[src/rtl/pwm_dac_if.sv]
// Sample stream handshake between the waveform source (master) and the PWM DAC (slave).
interface pwm_dac_if #(
  parameter int WIDTH = 8
);
  logic [WIDTH-1:0] sample;
  logic             sampleValid;
  logic             sampleReady;

  modport master (output sample, output sampleValid, input  sampleReady);
  modport slave  (input  sample, input  sampleValid, output sampleReady);
endinterface

[src/rtl/pwm_dac.sv]
// PWM DAC: FIFO-buffered samples, each rendered as one 2^WIDTH-clock PWM frame.
// Optional saturating underrun counter enabled by defining PWM_DAC_UNDERRUN_CNT_EN.
module pwm_dac #(
  parameter  int WIDTH = 8,
  parameter  int DEPTH = 4,
  localparam int LW    = $clog2(DEPTH + 1),
  localparam int AW    = $clog2(DEPTH)
) (
  input  logic          clk,
  input  logic          rst_n,
  pwm_dac_if.slave      bus,
  output logic          o_pwmOut,
  output logic [LW-1:0] o_level,
  output logic          o_underrun
`ifdef PWM_DAC_UNDERRUN_CNT_EN
  ,
  output logic [15:0]   o_underrunCount
`endif
);

  logic [WIDTH-1:0] r_frameCnt;
  logic [WIDTH-1:0] r_duty;
  logic             r_pwm;
  logic             r_underrun;
  logic [AW-1:0]    r_wrPtr;
  logic [AW-1:0]    r_rdPtr;
  logic [LW-1:0]    r_level;
  logic [WIDTH-1:0] r_mem [DEPTH];

  logic             w_boundary;
  logic             w_empty;
  logic             w_full;
  logic             w_push;
  logic             w_pop;
  logic [WIDTH-1:0] w_frameNext;
  logic [WIDTH-1:0] w_dutyNext;

  // Ready comes only from registered occupancy, so a pop in the same cycle never admits a push.
  assign w_boundary  = (r_frameCnt == {WIDTH{1'b1}});
  assign w_empty     = (r_level == '0);
  assign w_full      = (r_level == LW'(DEPTH));
  assign w_push      = bus.sampleValid && !w_full;
  assign w_pop       = w_boundary && !w_empty;
  assign w_frameNext = r_frameCnt + 1'b1;
  assign w_dutyNext  = w_pop ? r_mem[r_rdPtr] : r_duty;

  always_ff @(posedge clk or negedge rst_n) begin
    if (!rst_n) begin
      r_frameCnt <= '0;
      r_duty     <= '0;
      r_pwm      <= 1'b0;
      r_underrun <= 1'b0;
    end else begin
      r_frameCnt <= w_frameNext;
      r_duty     <= w_dutyNext;
      r_pwm      <= (w_frameNext < w_dutyNext);
      r_underrun <= w_boundary && w_empty;
    end
  end

  always_ff @(posedge clk or negedge rst_n) begin
    if (!rst_n) begin
      r_wrPtr <= '0;
      r_rdPtr <= '0;
      r_level <= '0;
    end else begin
      if (w_push) r_wrPtr <= r_wrPtr + 1'b1;
      if (w_pop)  r_rdPtr <= r_rdPtr + 1'b1;
      if (w_push && !w_pop)      r_level <= r_level + 1'b1;
      else if (w_pop && !w_push) r_level <= r_level - 1'b1;
    end
  end

  always_ff @(posedge clk) begin
    if (w_push) r_mem[r_wrPtr] <= bus.sample;
  end

`ifdef PWM_DAC_UNDERRUN_CNT_EN
  logic [15:0] r_underrunCnt;

  // Counts on the same edge that raises the underrun pulse.
  always_ff @(posedge clk or negedge rst_n) begin
    if (!rst_n) begin
      r_underrunCnt <= '0;
    end else if (w_boundary && w_empty && (r_underrunCnt != 16'hFFFF)) begin
      r_underrunCnt <= r_underrunCnt + 16'd1;
    end
  end

  assign o_underrunCount = r_underrunCnt;
`endif

  assign bus.sampleReady = !w_full;
  assign o_pwmOut        = r_pwm;
  assign o_level         = r_level;
  assign o_underrun      = r_underrun;

endmodule

[src/flat_wrapper.sv]
// flat-port wrapper written by rule: the top's interface ports become plain ports
module pwm_dac_flat 
#(
  parameter  int WIDTH = 8,
  parameter  int DEPTH = 4,
  localparam int LW    = $clog2(DEPTH + 1),
  localparam int AW    = $clog2(DEPTH)
)
  (clk, rst_n, o_pwmOut, o_level, o_underrun, bus_sample, bus_sampleValid, bus_sampleReady);
  pwm_dac_if #(.WIDTH(WIDTH)) bus_i ();
  input  logic clk;
  input  logic rst_n;
  output logic o_pwmOut;
  output logic [LW-1:0] o_level;
  output logic o_underrun;
  input wire logic [$bits(bus_i.sample)-1:0] bus_sample;
  input wire logic [$bits(bus_i.sampleValid)-1:0] bus_sampleValid;
  output wire logic [$bits(bus_i.sampleReady)-1:0] bus_sampleReady;
  assign bus_i.sample = bus_sample;
  assign bus_i.sampleValid = bus_sampleValid;
  assign bus_sampleReady = bus_i.sampleReady;
  pwm_dac #(.WIDTH(WIDTH), .DEPTH(DEPTH)) u_core (.clk(clk), .rst_n(rst_n), .bus(bus_i), .o_pwmOut(o_pwmOut), .o_level(o_level), .o_underrun(o_underrun));
endmodule
[config.mk]
export PLATFORM = sky130hd
export DESIGN_NAME = pwm_dac_flat
export DESIGN_NICKNAME = d
export VERILOG_FILES = /design/src/rtl/pwm_dac_if.sv /design/src/rtl/pwm_dac.sv /design/src/flat_wrapper.sv
export SDC_FILE = /design/constraint.sdc
export NUM_CORES = 1
export LEC_CHECK = 0
export BUFFER_PORTS_ARGS = -buffer_cell sky130_fd_sc_hd__buf_4
export CORE_ASPECT_RATIO = 0.75
export CORE_MARGIN = 2
export CORE_UTILIZATION = 55
export CTS_CLUSTER_DIAMETER = 100
export CTS_CLUSTER_SIZE = 16
export DETAILED_ROUTE_END_ITERATION = 8
export PLACE_DENSITY = 0.8
export SLEW_MARGIN = 0
export SYNTH_ARGS = -nofsm -noshare
export SYNTH_HDL_FRONTEND = slang
export SYNTH_SLANG_ARGS = --single-unit
[constraint.sdc]
create_clock -name clk -period 3 [get_ports clk]
set_clock_uncertainty 0.05 [all_clocks]
set_input_delay 0.3 -clock clk [delete_from_list [all_inputs] [get_ports clk]]
set_output_delay 0.3 -clock clk [all_outputs]
set_load 0.05 [all_outputs]
==> results of run 1 <==
synthesized netlist by cell type (3+ instances only):
cell      instances  area, um2
inv_1            13       48.8
nand3_1           3       15.0
and3_1            4       25.0
dfrtp_1          25        626
edfxtp_1         32        961
xnor2_1           8       70.1
nand4_1           3       18.8
nor2_1            3       11.3
mux4_1            7        184
ha_1             13        163
mux2i_1           6       60.1
a21oi_1           4       20.0
xor2_1            4       35.0
nand2_1           4       15.0
routing by layer:
layer / track usage [%] / up-vias / wire, um
li1: - / 598 / -
met5: 0 / - / 0
met3: 8.67 / 4 / 158
met1: 21.7 / 620 / 1690
met4: 6.54 / 0 / 32
met2: 27.4 / 19 / 1790
cells in the final DEF (no fill, tap or decap), drive strengths merged, types with 3 or more instances in the layout:
master	synthesis	layout
edfxtp	32	32
dfrtp	25	25
buf	2	17
inv	13	13
ha	13	13
clkbuf	1	11
xnor2	8	8
mux4	8	8
mux2i	6	6
xor2	4	4
nand2	4	4
and3	4	4
a21oi	4	4
mux2	4	4
nand3	3	3
nand4	3	3
nor2	3	3
clkinv	0	3
flip-flops by register name, summed over array words and instances, names as in the netlist:
| signal | count |
|---|---|
| u_core.r_duty | 8 |
| u_core.r_rdPtr | 2 |
| u_core.r_wrPtr | 2 |
| u_core.o_pwmOut | 1 |
| u_core.r_frameCnt | 8 |
| u_core.r_mem | 32 |
| u_core.o_level | 3 |
| u_core.o_underrun | 1 |
metrics by stage:
step	std cells	area [um2]	util, %
2_1_floorplan	148	2460	-
3_3_place_gp	219	2630	59.8
3_5_place_dp	219	2630	59.8
4_1_cts	236	2820	64.3
5_1_grt	236	2820	64.3
6_report	236	2820	64.3
logic make-up (layout without fill, tap and decap cells):
group	after synthesis	count (layout)	share of synthesized area (%)
flops	57	57	64.4
simple gates	24	24	5.54
mux	18	18	13.0
buf+inv	16	47	3.46
fa+ha+maj	14	14	7.42
xor+xnor	12	12	4.27
compound gates	7	7	1.93
path summary, 6_finish.rpt:
path | startpoint | end | slack [ps] | depth (start not counted)
min in group asynchronous | rst_n | u_core.o_level[1] | 360 | 2
max reg2reg | u_core.r_rdPtr[0] | u_core.o_pwmOut | 360 | 7
max | u_core.r_rdPtr[0] | u_core.o_pwmOut | 360 | 7
min | bus_sample[0] | u_core.r_mem[1][0] | 120 | 1
min reg2reg | u_core.r_duty[7] | u_core.r_duty[7] | 440 | 2
max in group asynchronous | rst_n | u_core.r_frameCnt[1] | 2290 | 2
cell type report:
| type | count | area, um2 |
|---|---|---|
| flip-flops and latches | 57 | 1590 |
| fillers | 290 | 1570 |
| multi-input cells | 75 | 791 |
| repair buffers | 18 | 138 |
| clock buffers | 11 | 131 |
| well taps | 57 | 71.3 |
| clock inverters | 5 | 56.3 |
| inverters | 13 | 48.8 |
where the power goes:
group / leakage [nW] / switching [mW] / internal [mW] / total (mW)
registers: 0.616 / 0.0579 / 0.964 / 1.02
clock network: 0.0933 / 0.285 / 0.382 / 0.666
logic: 0.482 / 0.243 / 0.140 / 0.383
critical path, stage by stage, from the launching register on:
cell	delay, ps
dfrtp_1	650
mux4_1	640
mux2i_1	200
ha_1	290
a21oi_1	120
o21ai_0	150
nor4b_1	350
o2bb2ai_2	130
==> impl_metrics.tcl, run 1 <==
set metrics [dict create \
    ir_drop_v 0.000486 \
    port_buffers 16 \
    hold_class "in2reg" \
    power_density_mw_per_mm2 734 \
    tns_ps 0 \
    status "completed" \
    wire_per_inst_um 15.6 \
    cts_tree "built" \
    synthFlopType "edfxtp_1" \
    grt_usage_pct 17.6 \
    first_pass_iters 4 \
    routed_wl_um 3680 \
    arrival_ps 2860 \
    clockBufferDepth 2 \
    slew_violations 0 \
    drtIter0Drc 32 \
    syn_nets 173 \
    slew_headroom_pct 66.6 \
    cts_hold_buf 1 \
    first_global_vias 1231 \
    hold_violations 0 \
    drc 0 \
    ys_warn_count 0 \
    async_reset_ff_share_pct 43.9 \
    grt_max_degree 26 \
    grt_pass1_wl_um 5920 \
    cts.sink_count 57 \
    post_cts_buffers 0 \
    ys_ff_latch 57 \
    hold-worst-slack_ps 116 \
    fin_crit_ps 2640 \
    num_rows 21 \
    cap_violations 0 \
    clkTransAtPathRegs_ps 70 \
    area_growth_pct 14.6 \
    setup_viol 0 \
    antenna_found_initial 0 \
    crit_fanout 10 \
    p_leak_nw 1.19 \
    post_cts_resized 0 \
    min_period_over_period_pct 88.0 \
    dr_total_vias 1241 \
    drive_gt1_share_pct 21.8 \
    dpl.hpwl_um 2520 \
    place_congestion 0.739 \
    nets 199 \
    synth_area_mm2 0.00246 \
    setup_ws_ps 361 \
    cts_buffers 9 \
    avgSynthCellArea_um2 16.6 \
    cts_htree_levels 3 \
    die_h_um 61.9 \
    cp-end-kind "flop" \
    fmax_mhz 379 \
    pre_cts_ws_ps 355 \
    diodes 0 \
    clk_latency_ps 340 \
    overflow 0 \
    die_width_um 81.3 \
    drtAntennaViolNets 0 \
    total_power_mw 2.07 \
    crit_path_start_kind "flop" \
    synth-edff-count 32 \
    tightest_slew_ps 501 \
    core-area_mm2 0.00439 \
    required_ps 3220 \
    cts_root_buffer "clkbuf_8" \
    ys_seq_area_share_pct 64.4 \
    pin_count 17 \
    rsz0062_at_grt "false" \
    start_util_pct 56.1 \
    ys_types 30 \
    synthCells 148 \
    dieArea_mm2 0.00503 \
    drt-vias-per-instance 5.26 \
    worstSetupPathType "reg2reg" \
]
No activity file was read; power rests on OpenSTA's default activity.
==> run 2: changes to the inputs <==
Settings changed: ABC_AREA from default to 1.
==> run 2 against run 1 <==
Power shrank 1.7%. Critical endpoint is now u_core.o_level[2]. Die area increased by 1.6%. Sequential power about the same. Non-clock buffer count decreased by 1.
==> impl_metrics.tcl, run 2 <==
set metrics [dict create \
    status "completed" \
    fillers 347 \
    yosys.area.top_type "edfxtp_1" \
    diodes 0 \
    cts_tree "built" \
    hold_path.startpoint "bus_sample[4]" \
    min_period_over_period_pct 82.3 \
    core-area_mm2 0.00441 \
    crit_fanout 11 \
    largest_reg_flops 32 \
    area_growth_pct 14.2 \
    port_buffers 16 \
    synth_common_cells "36 x nand2_1, 32 x edfxtp_1, 25 x dfrtp_1, 23 x inv_1, 22 x nor2_1" \
    grt_max_degree 26 \
    async_reset_ff_share_pct 43.9 \
    r2r-end "u_core.o_level[2]" \
    required_ps 3170 \
    drtAntennaViolNets 0 \
    fin_util_pct 64.8 \
    cts.sink_count 57 \
    num_rows 21 \
    die_width_um 81.9 \
    synthSimpleGateAreaFrac_pct 13.7 \
    slew_violations 0 \
    fin_cells 307 \
    grt_pass1_wl_um 7110 \
    r2r-start "u_core.r_frameCnt[0]" \
    synth-xor-area-share_pct 3.85 \
    first_pass_iters 4 \
    synthCells 222 \
    rr_worst_depth 10 \
    dr_total_vias 1553 \
    dpl.hpwl_um 2950 \
    setup_viol 0 \
    yosys.area_share.adder_pct 7.30 \
    pre_cts_ws_ps 556 \
    ys_ff_latch 57 \
    overflow 0 \
    die_h_um 62.4 \
    synth_top_family_by_area "simple AND/OR/NAND/NOR gates" \
    grt_usage_pct 19.7 \
    post_cts_buffers 0 \
    synthFlopType "edfxtp_1" \
    arrival_ps 2640 \
    cts_root_buffer "clkbuf_8" \
    pin_count 17 \
    slew_headroom_pct 51.7 \
    synthMuxAreaShare_pct 0 \
    clk_latency_ps 340 \
    p_leak_nw 1.25 \
    syn_nets 247 \
    largest_registers "u_core.r_mem: 32 flops, u_core.r_duty: 8 flops, u_core.r_frameCnt: 8 flops" \
    cp-end-kind "flop" \
    mostFrequentLayoutCells "36 x nand2_1, 32 x edfxtp_1, 25 x dfrtp_1" \
    clockBufferDepth 2 \
    antenna_found_initial 0 \
    reg2reg_setup_slack_ps 530 \
    fmax_mhz 405 \
    synth-compound-area-share_pct 6.55 \
    wire_per_inst_um 13.8 \
    cts_htree_levels 3 \
    first_global_vias 1564 \
    routed_wl_um 4240 \
    ys_seq_area_share_pct 63.4 \
    nets 270 \
    cts_buffers 9 \
    dpl.cell_count 290 \
    synth-edff-count 32 \
    clkTransAtPathRegs_ps 70 \
    drc 0 \
    yosysMostFrequentCell "nand2_1" \
    ir_drop_v 0.000546 \
    power_density_mw_per_mm2 712 \
    ys_warn_count 0 \
    ys_types 24 \
    setup_ws_ps 531 \
    regMostFlops "u_core.r_mem" \
    yosysTopAreaCellShare_pct 38.4 \
    tns_ps 0 \
    fin_crit_ps 2470 \
    hold_violations 0 \
    drt-vias-per-instance 5.06 \
    synth_area_mm2 0.00250 \
    holdPathStages 1 \
    drtIter0Drc 137 \
    avgSynthCellArea_um2 11.3 \
    hold-worst-slack_ps 108 \
    start_util_pct 56.7 \
    rsz0062_at_grt "false" \
    final_common_cell "nand2_1" \
    dieArea_mm2 0.00511 \
    tightest_slew_ps 721 \
    hold_class "in2reg" \
    crit_path_start_kind "flop" \
    worstSetupPathType "reg2reg" \
    synth_area_leaders "edfxtp_1 38%, dfrtp_1 25%, ha_1 6.5%, nand2_1 5.4%, inv_1 3.4%" \
    post_cts_resized 0 \
    cap_violations 0 \
    drive_gt1_share_pct 18.0 \
    hold_path_end "u_core.r_mem[0][4]" \
    place_congestion 0.714 \
]
[run 2: critical path, cell delays in order, from the launching register on]
cell     delay, ps
dfrtp_1        410
ha_1           240
nand2_1        130
nor2_4          60
nand3_1        350
ha_1           240
inv_1           70
fa_1           390
a21oi_1        150
o21ai_0        120
xor2_1         150
[run 2: stage by stage]
step                power, mW  area, um2
floorplan                1.29       2500
global placement         1.40       2670
detailed placement       1.41       2670
CTS                      2.05       2860
global route             2.13       2860
finish                   2.04       2860
[run 2: cell families (layout without fill, tap and decap cells)]
| family | after synthesis | count (layout) |
|---|---|---|
| and+or+nand+nor | 76 | 76 |
| DFF | 57 | 57 |
| buffers and inverters | 33 | 61 |
| AOI/OAI and AO/OA | 31 | 31 |
| adders and majority gates | 14 | 14 |
| xor gates and xnor gates | 11 | 11 |
[run 2: cell type report]
| cell class | instances | area, um2 | share of cell area [%] |
|---|---|---|---|
| clock buffers | 9 | 124 | 4.33 |
| repair buffers | 17 | 130 | 4.55 |
| inverters | 28 | 105 | 3.68 |
| flip-flops and latches | 57 | 1590 | 55.5 |
| clock inverters | 7 | 55.1 | 1.93 |
| well taps | 57 | 71.3 | 2.49 |
| multi-input cells | 132 | 787 | 27.5 |
[run 2: worst max path at each step]
stage                         to            startpoint  cells past startpoint
2_1_floorplan  u_core.o_level[2]     u_core.o_level[1]                     10
3_3_place_gp   u_core.o_level[2]  u_core.r_frameCnt[0]                     10
3_5_place_dp   u_core.o_level[2]  u_core.r_frameCnt[0]                     10
4_1_cts        u_core.o_level[2]  u_core.r_frameCnt[0]                     10
5_1_grt        u_core.o_level[2]  u_core.r_frameCnt[0]                     10
6_report       u_core.o_level[2]  u_core.r_frameCnt[0]                     10
[run 2: per-layer routing]
layer  share of wire, %  vias up  wire [um]  global-route usage [%]
li1                   -      783          -                       -
met4                2.2        0         95                    8.54
met3                4.5       10        191                    9.25
met1                 48      728       2040                    26.6
met2                 45       32       1920                    27.2
met5                  0        -          0                       0
[run 2: timing repair]
item	CTS	global route
hold buffers	1	0
endpoints found under the hold margin	25	0
setup endpoints to repair	0	0
[run 2: report_power, final]
part,total (mW),internal [mW],switching (mW)
logic,0.383,0.116,0.268
clock network,0.638,0.303,0.334
registers,1.01,0.961,0.0533
total,2.04,1.38,0.655
